$ cat src/rtl/serial_block_io.sv
// -----------------------------------------------------------------------------
// serial_block_io
//   Serial-to-parallel receiver and parallel-to-serial transmitter sharing one
//   clock. The two directions are independent and may run at the same time.
//
//   RX: one bit is taken per cycle while rx_en is high. After BLOCK_W accepted
//       bits the finished word is copied to rx_block and rx_valid rises on the
//       following cycle. rx_valid stays high until rx_ack. A block that
//       completes while an earlier one is still unacknowledged replaces it and
//       sets the sticky rx_overrun flag.
//   TX: tx_load in IDLE captures tx_block. The word is then sent one bit per
//       cycle for BLOCK_W cycles, and tx_done pulses in the first IDLE cycle.
//
//   Ports
//     sclk        clock, rising edge
//     n_rst       asynchronous active-low reset
//     clear       synchronous abort of RX and TX (rx_block is kept)
//     rx_en       serial bit valid
//     data_in     serial data in
//     rx_block    last completed block
//     rx_valid    rx_block holds an unacknowledged block
//     rx_ack      consumer takes rx_block
//     rx_overrun  sticky: a block was overwritten before being acknowledged
//     tx_load     request to send tx_block
//     tx_block    parallel word to send
//     tx_ready    TX idle, tx_load will be accepted
//     data_out    serial data out, 0 while idle
//     tx_active   TX shifting
//     tx_done     one-cycle pulse in the first idle cycle after a block
//
//   MSB_FIRST selects the bit order of both directions.
// -----------------------------------------------------------------------------
module serial_block_io #(
    parameter int BLOCK_W   = 64,
    parameter int CNT_W     = 7,
    parameter bit MSB_FIRST = 1'b1
) (
    input  logic               sclk,
    input  logic               n_rst,
    input  logic               clear,
    input  logic               rx_en,
    input  logic               data_in,
    output logic [BLOCK_W-1:0] rx_block,
    output logic               rx_valid,
    input  logic               rx_ack,
    output logic               rx_overrun,
    input  logic               tx_load,
    input  logic [BLOCK_W-1:0] tx_block,
    output logic               tx_ready,
    output logic               data_out,
    output logic               tx_active,
    output logic               tx_done
);

    localparam logic [CNT_W-1:0] LAST_CNT = CNT_W'(BLOCK_W - 1);
    localparam logic [CNT_W-1:0] CNT_ONE  = {{(CNT_W-1){1'b0}}, 1'b1};

    typedef enum logic {
        TX_IDLE  = 1'b0,
        TX_SHIFT = 1'b1
    } tx_state_t;

    // Bit that leaves the TX shifter first for the configured order.
    function automatic logic lead_bit(input logic [BLOCK_W-1:0] word);
        logic bit_v;
        if (MSB_FIRST) begin
            bit_v = word[BLOCK_W-1];
        end else begin
            bit_v = word[0];
        end
        return bit_v;
    endfunction

    // RX state
    logic [BLOCK_W-1:0] rx_shift_r;
    logic [CNT_W-1:0]   rx_cnt_r;
    logic [BLOCK_W-1:0] rx_block_r;
    logic               rx_valid_r;
    logic               rx_overrun_r;
    logic [BLOCK_W-1:0] rx_next_s;
    logic               rx_last_s;

    // TX state
    tx_state_t          tx_state_r;
    logic [BLOCK_W-1:0] tx_shift_r;
    logic [CNT_W-1:0]   tx_cnt_r;
    logic               data_out_r;
    logic               tx_ready_r;
    logic               tx_active_r;
    logic               tx_done_r;
    logic [BLOCK_W-1:0] tx_adv_s;

    // RX shifter input: new bit enters opposite to the end the first bit ends up in.
    always_comb begin
        rx_next_s = {BLOCK_W{1'b0}};
        if (MSB_FIRST) begin
            rx_next_s = {rx_shift_r[BLOCK_W-2:0], data_in};
        end else begin
            rx_next_s = {data_in, rx_shift_r[BLOCK_W-1:1]};
        end
    end

    // Block completes on the accepted bit that finds the counter at its last value.
    always_comb begin
        rx_last_s = 1'b0;
        if (rx_en && (rx_cnt_r == LAST_CNT)) begin
            rx_last_s = 1'b1;
        end else begin
            rx_last_s = 1'b0;
        end
    end

    // TX shifter advanced by one bit, the vacated end filled with zero.
    always_comb begin
        tx_adv_s = {BLOCK_W{1'b0}};
        if (MSB_FIRST) begin
            tx_adv_s = {tx_shift_r[BLOCK_W-2:0], 1'b0};
        end else begin
            tx_adv_s = {1'b0, tx_shift_r[BLOCK_W-1:1]};
        end
    end

    // RX assembly, hand-off register and overrun tracking.
    always_ff @(posedge sclk or negedge n_rst) begin
        if (!n_rst) begin
            rx_shift_r   <= {BLOCK_W{1'b0}};
            rx_cnt_r     <= {CNT_W{1'b0}};
            rx_block_r   <= {BLOCK_W{1'b0}};
            rx_valid_r   <= 1'b0;
            rx_overrun_r <= 1'b0;
        end else if (clear) begin
            // rx_block_r deliberately kept so a consumer can still read it.
            rx_shift_r   <= {BLOCK_W{1'b0}};
            rx_cnt_r     <= {CNT_W{1'b0}};
            rx_valid_r   <= 1'b0;
            rx_overrun_r <= 1'b0;
        end else begin
            if (rx_en) begin
                rx_shift_r <= rx_next_s;
                rx_cnt_r   <= rx_last_s ? {CNT_W{1'b0}} : (rx_cnt_r + CNT_ONE);
            end
            if (rx_last_s) begin
                rx_block_r <= rx_next_s;
                rx_valid_r <= 1'b1;
                // A coincident ack consumes the old block, so no loss occurs.
                if (rx_valid_r && !rx_ack) begin
                    rx_overrun_r <= 1'b1;
                end
            end else if (rx_ack) begin
                rx_valid_r <= 1'b0;
            end
        end
    end

    // TX state machine with registered serial and status outputs.
    always_ff @(posedge sclk or negedge n_rst) begin
        if (!n_rst) begin
            tx_state_r  <= TX_IDLE;
            tx_shift_r  <= {BLOCK_W{1'b0}};
            tx_cnt_r    <= {CNT_W{1'b0}};
            data_out_r  <= 1'b0;
            tx_ready_r  <= 1'b1;
            tx_active_r <= 1'b0;
            tx_done_r   <= 1'b0;
        end else if (clear) begin
            tx_state_r  <= TX_IDLE;
            tx_shift_r  <= {BLOCK_W{1'b0}};
            tx_cnt_r    <= {CNT_W{1'b0}};
            data_out_r  <= 1'b0;
            tx_ready_r  <= 1'b1;
            tx_active_r <= 1'b0;
            tx_done_r   <= 1'b0;
        end else begin
            case (tx_state_r)
                TX_IDLE: begin
                    tx_done_r <= 1'b0;
                    if (tx_load) begin
                        // First bit is driven in the very first SHIFT cycle.
                        tx_state_r  <= TX_SHIFT;
                        tx_shift_r  <= tx_block;
                        tx_cnt_r    <= {CNT_W{1'b0}};
                        data_out_r  <= lead_bit(tx_block);
                        tx_ready_r  <= 1'b0;
                        tx_active_r <= 1'b1;
                    end
                end
                TX_SHIFT: begin
                    if (tx_cnt_r == LAST_CNT) begin
                        tx_state_r  <= TX_IDLE;
                        tx_shift_r  <= {BLOCK_W{1'b0}};
                        tx_cnt_r    <= {CNT_W{1'b0}};
                        data_out_r  <= 1'b0;
                        tx_ready_r  <= 1'b1;
                        tx_active_r <= 1'b0;
                        tx_done_r   <= 1'b1;
                    end else begin
                        tx_shift_r <= tx_adv_s;
                        tx_cnt_r   <= tx_cnt_r + CNT_ONE;
                        data_out_r <= lead_bit(tx_adv_s);
                    end
                end
                default: begin
                    tx_state_r  <= TX_IDLE;
                    tx_shift_r  <= {BLOCK_W{1'b0}};
                    tx_cnt_r    <= {CNT_W{1'b0}};
                    data_out_r  <= 1'b0;
                    tx_ready_r  <= 1'b1;
                    tx_active_r <= 1'b0;
                    tx_done_r   <= 1'b0;
                end
            endcase
        end
    end

    assign rx_block   = rx_block_r;
    assign rx_valid   = rx_valid_r;
    assign rx_overrun = rx_overrun_r;
    assign tx_ready   = tx_ready_r;
    assign data_out   = data_out_r;
    assign tx_active  = tx_active_r;
    assign tx_done    = tx_done_r;

endmodule

$ cat config.mk
export PLATFORM = sky130hd
export DESIGN_NAME = serial_block_io
export DESIGN_NICKNAME = d
export VERILOG_FILES = /design/src/rtl/serial_block_io.sv
export SDC_FILE = /design/constraint.sdc
export NUM_CORES = 1
export LEC_CHECK = 0
export BUFFER_PORTS_ARGS = -buffer_cell sky130_fd_sc_hd__buf_4
export CORE_ASPECT_RATIO = 1.5
export CORE_MARGIN = 3
export CORE_UTILIZATION = 56
export CTS_CLUSTER_SIZE = 28
export DETAILED_ROUTE_END_ITERATION = 7
export HOLD_SLACK_MARGIN = 0.12
export MAX_ROUTING_LAYER = met4
export PLACE_DENSITY = 0.78
export SYNTH_ARGS = -nofsm -noshare
export SYNTH_HDL_FRONTEND = slang
export SYNTH_SLANG_ARGS = --single-unit
$ cat constraint.sdc
create_clock -name sclk -period 2.9 [get_ports sclk]
set_input_delay 0.145 -clock sclk [delete_from_list [all_inputs] [get_ports sclk]]
set_output_delay 0.145 -clock sclk [all_outputs]
set_load 0.05 [all_outputs]
# After elaboration in Yosys (flattened, before gate mapping)
# Index checks and enable logic that the tools add are counted.
[totals]
input_bits = 71
regBits = 211
out_inout_bits = 70
word_cells = 68
[classes]
reduce_logical = 10
addsub = 2
eq_ne = 4
mux = 38
bitwise_logic = 2
[op_table]
columns = ["operator", "count"]
rows = [
  ["$mux 63", 5],
  ["$pmux 63 s2", 1],
  ["$mux 7", 6],
  ["$mux 1", 20],
  ["$add 7x1->7 const B", 2],
  ["$eq 7x6->1 const B", 2],
  ["$pmux 7 s2", 1],
  ["$pmux 1 s2", 5],
  ["$reduce_and 2->1", 3],
  ["$reduce_bool 2->1", 3],
  ["$ne 3x2->1 const B", 1],
  ["$ne 3x3->1 const B", 1],
  ["$reduce_bool 3->1", 1],
  ["$logic_and 1x1->1", 2],
  ["$not 1->1", 2],
  ["$logic_not 1->1", 1],
]

# Logic depth before layout (Yosys ltp)
# Gate-level depths: netlist (run 1).
[depth]
word_depth = 6
ltp_mapped = 6

# Least setup slack after synthesis (run 1)
# Ideal clock, no wire load.
[synth_path]
kind = "flip-flop to flip-flop"
start = "register rx_cnt_r[0]"
end = "register rx_block_r[10], in the netlist rx_block[10]"
t_arrival_ns = 1.817
path_slack_ns = 0.959
period_less_slack_ns = 1.941
setup_time_ns = 0.125
path_stages_with_launch = 6
cell_sequence = "dfrtp_1 -> ha_1 -> nand4_4 -> nor4_4 -> buf_6 -> mux2_2"
[synth_between]
elab_chain_cells = 4
[synth_rtl]
columns = ["element", "line_no", "text"]
rows = [
  ["from (decl)", "76", "logic [CNT_W-1:0] rx_cnt_r;"],
  ["from (signal assigned)", "127", "rx_cnt_r <= {CNT_W{1'b0}};"],
  ["from (signal assigned)", "134", "rx_cnt_r <= {CNT_W{1'b0}};"],
  ["from (signal assigned)", "140", "rx_cnt_r <= rx_last_s ? {CNT_W{1'b0}} : (rx_cnt_r + CNT_ONE);"],
  ["$eq 7x6->1", "106", "if (rx_en && (rx_cnt_r == LAST_CNT)) begin"],
  ["$logic_and 1x1->1", "106", ""],
  ["$mux 1", "106", ""],
  ["$reduce_and 2->1 (no source line)", "n/a", ""],
  ["to (signal assigned)", "128", "rx_block_r <= {BLOCK_W{1'b0}};"],
  ["to (signal assigned)", "143", "rx_block_r <= rx_next_s;"],
  ["to (decl)", "77", "logic [BLOCK_W-1:0] rx_block_r;"],
]
# No other way between the ends.
# A chain may end at the register's enable or synchronous reset.

# Worst setup path after layout (run 1)
# Ends and elaborated chain as after synthesis.

==> summary.txt, run 1 <==
Power and ir drop
  – Leakage dissipation: about 5.9 nW
  – P per Cell Area: ~520 nW/um2
  – Peak supply drop: roughly 0.48 mV

Clock network
  – CTS Root Cell: clkbuf_16
  – Htree depth: 1
  – Longest Clk Path Bufs: 3
  – Worst skew pair latency: approximately 0.49 ns
  – TritonCTS clock tree: yes
  – CTS Sinks: approximately 210
  – CTS Buf Count: 20
  – Worst-path clk slew: around 0.060 ns
  – Post-CTS Setup Repair Bufs: 0

Timing
  – RSZ-0062 raised after global routing: no
  – Period minus WS final: 2.14 ns
  – # setup viols final: 0
  – Max Fclk: between 400 and 500 MHz
  – Slew Viols, Final: 0
  – Setup TNS: 0 ns
  – Slew margin rel.: 0.298
  – Hold Fails Final Rpt: 0
  – Clock skew: about 0.0084 ns
  – Fin Hold WS: between 0.1 and 0.15 ns
  – Actual slew at the worst max-slew pin: 1.05 ns
  – Period Utilization, post-route: 0.737

Worst hold path
  – Hold Path Depth: 4
  – Hold EP: tx_shift_r[57]
  – Worst Hold Launch: tx_block[57]
  – Hold Crit Class: in -> reg

Place
  – Area after DPL: 10,700 um2
  – Placed cells: approximately 1,100
  – Post-detail-place hpwl: 12.4 mm
  – Final Wtd Congestion: slightly below 0.8
  – Port Buffer Count: 140

Finish
  – Area delta synth->final: 25.9%
  – Post-route cell area: 12,000 um2
  – Ant diodes: 0
  – Share of layout cells above drive strength 1: 0.318
  – Finished Layout Cells: between 1,000 and 1,500
  – Final design utilization: 0.728
  – Final #Nets: 1,046

Critical path
  – Flop-to-flop setup slack: roughly 0.76 ns
  – RR Startpoint: rx_cnt_r[0]
  – WP data required: about 3.3 ns
  – Arr. time, crit path: between 2 and 3 ns
  – Crit path largest cell delay: between 0.5 and 0.6 ns
  – Crit Path Class: reg -> reg
  – Reg2Reg Depth: 5
  – Crit end category: flop
  – CP Cell Sequence: ha_1 -> nand4_4 -> nor4_4 -> buf_4 -> mux2_2
  – Worst path slowest cell: buf_4
  – Crit path max-delay family: buffers and inverters
  – Worst path bufs/invs: 1
  – Crit Path Max Fanout: 45
  – Startpoint Class: flop
  – Reg2reg end: rx_block[10]

Synthesis
  – Post-Syn Instances: 801
  – EDFF count, synth: 0
  – Post-synth top area share: 0.551
  – Distinct cells, synth: 38
  – Flops & latches, synth: ~210
  – Sequential fraction of the synthesis area: 0.554
  – Most used DFF post-synth: dfrtp_1
  – Average size of a mapped cell: 11.9 um2
  – Dominant cells by area after synthesis: dfrtp_1, mux2i_1, mux2_2
  – Yosys top cell by area: dfrtp_1
  – Post-synthesis instance area: roughly 9500 um2
  – Async set or reset register ratio after synthesis: 1.00
  – Ys Warns: 0
  – Syn_nets: 874

Die
  – Die ar.: approximately 19,000 um2
  – Chip Height: roughly 170 um
  – Core area: ~16,000 um2
  – IO Count: roughly 140
  – Die X-Extent: roughly 110 um
  – Site Rows: 57
  – Initial Utilization: 0.578

Detailed routing
  – Iter 0 DRT Violations: 458
  – DR pass1 iterations: 5
  – DRC violations left: 0
  – Routed wire length: around 21 mm
  – Routed len/inst: around 17 um
  – Antenna violation net count after detailed routing: 0
  – Via-per-instance ratio: 5.67
  – Vias: slightly below 7,000

Job
  – Max-capacitance violation count: 0

Outcome
  – Outcome: finished, final reports clean

Global routing
  – GRT Util Overall: 0.227
  – Pin count of the biggest net entering global routing: approximately 120
  – GRT overflow: 0
  – First-pass GRT wire length: 34.9 mm
  – Vias in the first global route: approximately 7,200
  – Initial antenna violation count: 0
[metrics by stage]
step           power [mW]  setup slack, ns
4_1_cts              6.34            0.742
5_1_grt              6.50            0.615
6_report             6.27            0.762
3_3_place_gp         3.56            0.866
3_5_place_dp         3.58            0.766
2_1_floorplan        3.38            0.959
[worst min-delay path: stages]
cell and delay (ns):
buf_4 0.11, mux2i_1 0.12, or2_2 0.12, a21oi_1 0.06
[area by class of cell]
type	count	area [um2]
repair buffers	219	1840
flip-flops and latches	211	5290
multi-input cells	520	3930
well taps	206	258
clock buffers	29	596
clock inverters	7	85.1
inverters	1	3.75
fillers	1108	4480
[power by group]
| group | leakage (nW) | switching [mW] | internal [mW] |
|---|---|---|---|
| clock network | 0.340 | 1.07 | 1.61 |
| registers | 2.91 | 0.0641 | 3.01 |
| logic | 2.63 | 0.255 | 0.276 |
[cell usage in the layout, fill, tap and decap left out, types with 5 or more instances in the layout]
cell           count
xor2_1             5
clkinv_2           5
o211ai_1          65
mux2_2            60
dlygate4sd3_1     66
o21ai_0            6
or2_2             63
mux2i_1          128
buf_4            150
clkbuf_16         21
nor2_1            72
dfrtp_1          209
a21oi_1           70
clkbuf_8           5
[cell families (layout without fill, tap and decap cells)]
logic type               after synthesis  in the layout  share of synthesized area
flip-flops                           211            211                      0.554
XOR/XNOR                               5              5                    0.00460
multiplexers                         192            192                      0.210
AO/OA/AOI/OAI                        153            153                      0.101
buffers and inverters                 70            256                     0.0337
AND/OR/NAND/NOR                      168            168                     0.0939
adder cells (fa/ha/maj)                2              2                    0.00263
[Yosys cell counts (6+ instances only)]
master and number:
buf_2 11, mux2i_1 128, nor2_1 72, mux2_2 60, o211ai_1 65, buf_6 6, dfrtp_1 210, or2_2 63
o21ai_0 6, clkbuf_1 46, a21oi_1 70, buf_1 6
[how the worst max path moves through the flow]
stage	cells after the start	slack [ns]	from	endpoint
floorplan	5	0.96	rx_cnt_r[0]	rx_block[10]
global placement	5	0.87	rx_cnt_r[0]	rx_block[15]
detailed placement	5	0.77	rx_cnt_r[0]	rx_block[10]
CTS	5	0.74	rx_cnt_r[0]	rx_block[20]
global route	5	0.61	rx_cnt_r[0]	rx_block[21]
finish	5	0.76	rx_cnt_r[0]	rx_block[10]
[registers in the layout, summed over array words and instances, names as in the netlist]
register and flops:
data_out 1, rx_block 64, rx_cnt_r 7, rx_overrun 1, rx_shift_r 63, rx_valid 1, tx_active 1, tx_cnt_r 7
tx_done 1, tx_ready 1, tx_shift_r 63, tx_state_r 1
[layer usage]
layer,up-vias,part of all wire,global-route usage
li1,3174,-,-
met4,0,0.019,0.0565
met3,36,0.047,0.0383
met5,-,0,-
met2,176,0.52,0.392
met1,3377,0.41,0.278
[repair_timing]
item / CTS / global route
setup endpoints to repair: 0 / 0
hold endpoints to repair: 144 / 0
gates resized for setup: 0 / 0
hold buffers: 66 / 0
(Power assumes the default switching activity.)
==> run 2: changes to the inputs <==
- CORE_UTILIZATION: 56 -> 52
- PLACE_DENSITY: 0.78 -> 0.76
- clock period: 2.9 -> 1.9 ns (I/O delays scaled with it)
==> run 2 against run 1 <==
Effect of this change: via count grew 0.35%; highest routed layer unchanged; largest power group unchanged; sequential cell count unchanged; fmax grew 13%; critical path depth rose by 1; critical endpoint is now rx_block[4]; global-route usage fell by 1.3 points; largest cell class unchanged; worst hold slack gained 0.029 ns; cell count up 2.5%; sequential share of layout area shrank 1.3 points.
==> summary.txt, run 2 (synthesized netlist as in run 1, its figures left out) <==
Outcome
  – Outcome: finished, final reports clean

Place
  – Placed cells: 1,108 (+1.6%)
  – Port Buffer Count: 140 (unchanged)
  – Final Wtd Congestion: 0.820 (+6.3%)
  – Post-detail-place hpwl: 12.2 mm (-1.3%)

Timing
  – RSZ-0062 raised after global routing: yes
  – Fin Hold WS: 0.155 ns (+0.0293 ns)
  – Hold Fails Final Rpt: 0 (unchanged)
  – Max Fclk: 528 MHz (+13%)
  – Slew Viols, Final: 0 (unchanged)
  – Actual slew at the worst max-slew pin: 0.843 ns (-0.210 ns)
  – Slew margin rel.: 0.438 (+0.140)
  – Period minus WS final: 1.89 ns (-0.245 ns)
  – Clock skew: 0.0113 ns (+0.00289 ns)
  – Period Utilization, post-route: 0.996 (+0.259)
  – Setup TNS: 0 ns (unchanged)
  – # setup viols final: 0 (unchanged)

Finish
  – Multi-input logic area: 3950 um2 (+0.51%)
  – Fill count: 1,327 (+20%)
  – Finished Layout Cells: 1,223 (+2.5%)
  – Share of layout cells above drive strength 1: 0.329 (+0.0109)
  – Final #Nets: 1,065 (+1.8%)
  – Most frequent cells in the layout: dfrtp_1, buf_4, mux2i_1
  – Max reg flops: 64 (unchanged)
  – Register area: 5290 um2 (unchanged)
  – Final design utilization: 0.689 (-0.0389)
  – Commonest non-fill, non-tap cell in the layout: dfrtp_1
  – Ant diodes: 0 (unchanged)
  – Area delta synth->final: 29.8%

Power and ir drop
  – Logic gate share of total power: 0.090 (+0.005)
  – Leakage dissipation: 6.03 nW (+2.6%)
  – Internal power: 7.64 mW (+56%)
  – Switching Share: 0.222 (+0.00116)
  – Psw: 2.18 mW (+57%)
  – Peak supply drop: 0.896 mV (+87%)
  – Clock power share: 0.436 (+0.010)
  – P per Cell Area: 794 nW/um2 (+52%)
  – Seq pwr share: 0.474 (-0.015)

Clock network
  – CTS Buf Count: 21 (+5.0%)
  – Worst-path clk slew: 0.07 ns (about the same)
  – CTS Sinks: 211 (unchanged)
  – Longest Clk Path Bufs: 3 (unchanged)
  – TritonCTS clock tree: yes
  – Worst skew pair latency: 0.49 ns (about the same)
  – CTS Root Cell: clkbuf_16
  – Htree depth: 1 (unchanged)

Worst hold path
  – Hold Crit Class: in -> async

Detailed routing
  – Routed wire length: 21.6 mm (+3.7%)
  – DRC violations left: 0 (unchanged)
  – Via-per-instance ratio: 5.55 (-2.1%)
  – Iter 0 DRT Violations: 485 (+5.9%)
  – Antenna violation net count after detailed routing: 0 (unchanged)
  – DR pass1 iterations: 4 (-1)
  – Routed len/inst: 17.6 um (+1.2%)
  – Vias: 6,787 (+0.35%)

Job
  – Max-capacitance violation count: 0 (unchanged)

Critical path
  – Crit Path Class: reg -> reg
  – Reg2reg end: rx_block[4]
  – Reg2Reg Depth: 6 (+1)
  – Crit Path Max Fanout: 12 (-73%)
  – RR Startpoint: rx_cnt_r[0]
  – Worst path bufs/invs: 2 (+1)
  – Crit end category: flop
  – Crit path largest cell delay: 0.41 ns (-0.14 ns)
  – Worst path slowest cell: dfrtp_1
  – Startpoint Class: flop
  – Arr. time, crit path: 2.26 ns (-0.25 ns)
  – WP data required: 2.27 ns (-1.00 ns)
  – Crit path max-delay family: simple AND/OR/NAND/NOR gates
  – Flop-to-flop setup slack: 0.007 ns (-0.76 ns)
  – CP Cell Sequence: ha_4 -> nand4_4 -> nor4_4 -> buf_6 -> clkbuf_16 -> mux2_2

Global routing
  – Vias in the first global route: 7,109 (-1.8%)
  – Initial antenna violation count: 0 (unchanged)
  – First-pass GRT wire length: 34.7 mm (-0.61%)
  – Pin count of the biggest net entering global routing: 79 (-32%)
  – GRT Util Overall: 0.214 (-0.0130)
  – GRT overflow: 0 (unchanged)

Die
  – Core area: 17,900 um2 (+8.9%)
  – Initial Utilization: 0.531 (-0.0473)
  – IO Count: 141 (unchanged)
  – Die ar.: 20,000 um2 (+7.3%)
  – Chip Height: 172 um (+3.6%)
  – Die X-Extent: 117 um (+3.6%)
  – Site Rows: 60 (+5.3%)
-- run 2: cell types whose count changed in the layout (fill, tap and decap cells not counted), sizes merged --
cell         delta
clkinvlp        +1
clkbuf          +2
dlygate4sd3     +3
buf            +13
bufinv          +1
clkinv          -1
-- run 2: power by group through the flow --
stage | Sequential [mW] | Clock, mW | Combinational [mW]
global route | 4.66 | 4.58 | 0.971
CTS | 4.65 | 4.41 | 0.884
detailed placement | 4.74 | 0 | 0.763
finish | 4.65 | 4.29 | 0.883
floorplan | 4.73 | 0 | 0.435
global placement | 4.73 | 0 | 0.757
-- run 2: metal layers --
metal / track usage / routed length [um] / vias to the layer above
met5: - / 0 / -
met2: 0.346 / 10700 / 157
met3: 0.0299 / 975 / 31
met4: 0.0534 / 383 / 0
met1: 0.288 / 9490 / 3381
li1: - / - / 3218
-- run 2: cell type report --
type	instances	share of cell area
sequential	211	0.427
clock buffer	29	0.0482
clock inverter	8	0.00951
multi-input combinational	520	0.319
tap	217	0.0220
timing repair buffer	237	0.173
inverter	1	0.000303
-- run 2: through the flow --
stage / setup WS [ns] / instance area [um2] / power, mW
2_1_floorplan: 0.0313 / 9530 / 5.16
3_3_place_gp: 0.0852 / 10800 / 5.49
3_5_place_dp: 0.0489 / 10800 / 5.50
4_1_cts: 0.0123 / 12200 / 9.95
5_1_grt: -0.0795 / 12400 / 10.2
6_report: 0.00673 / 12400 / 9.82
-- run 2: worst max-delay path by stage --
stage | slack [ns] | end | from | depth (start not counted)
CTS | 0.01 | rx_block[60] | rx_cnt_r[0] | 5
finish | 0.007 | rx_block[4] | rx_cnt_r[0] | 6
global route | -0.08 | rx_block[34] | rx_cnt_r[0] | 6
global placement | 0.09 | rx_block[41] | rx_cnt_r[0] | 5
floorplan | 0.03 | rx_block[10] | rx_cnt_r[0] | 5
detailed placement | 0.05 | rx_block[54] | rx_cnt_r[0] | 5
-- run 2: timing repair --
item	4_1_cts	5_1_grt
setup buffers	0	5
hold endpoints to repair	290	0
hold buffers	69	0
setup endpoints to repair	0	64
gates resized for setup	0	12
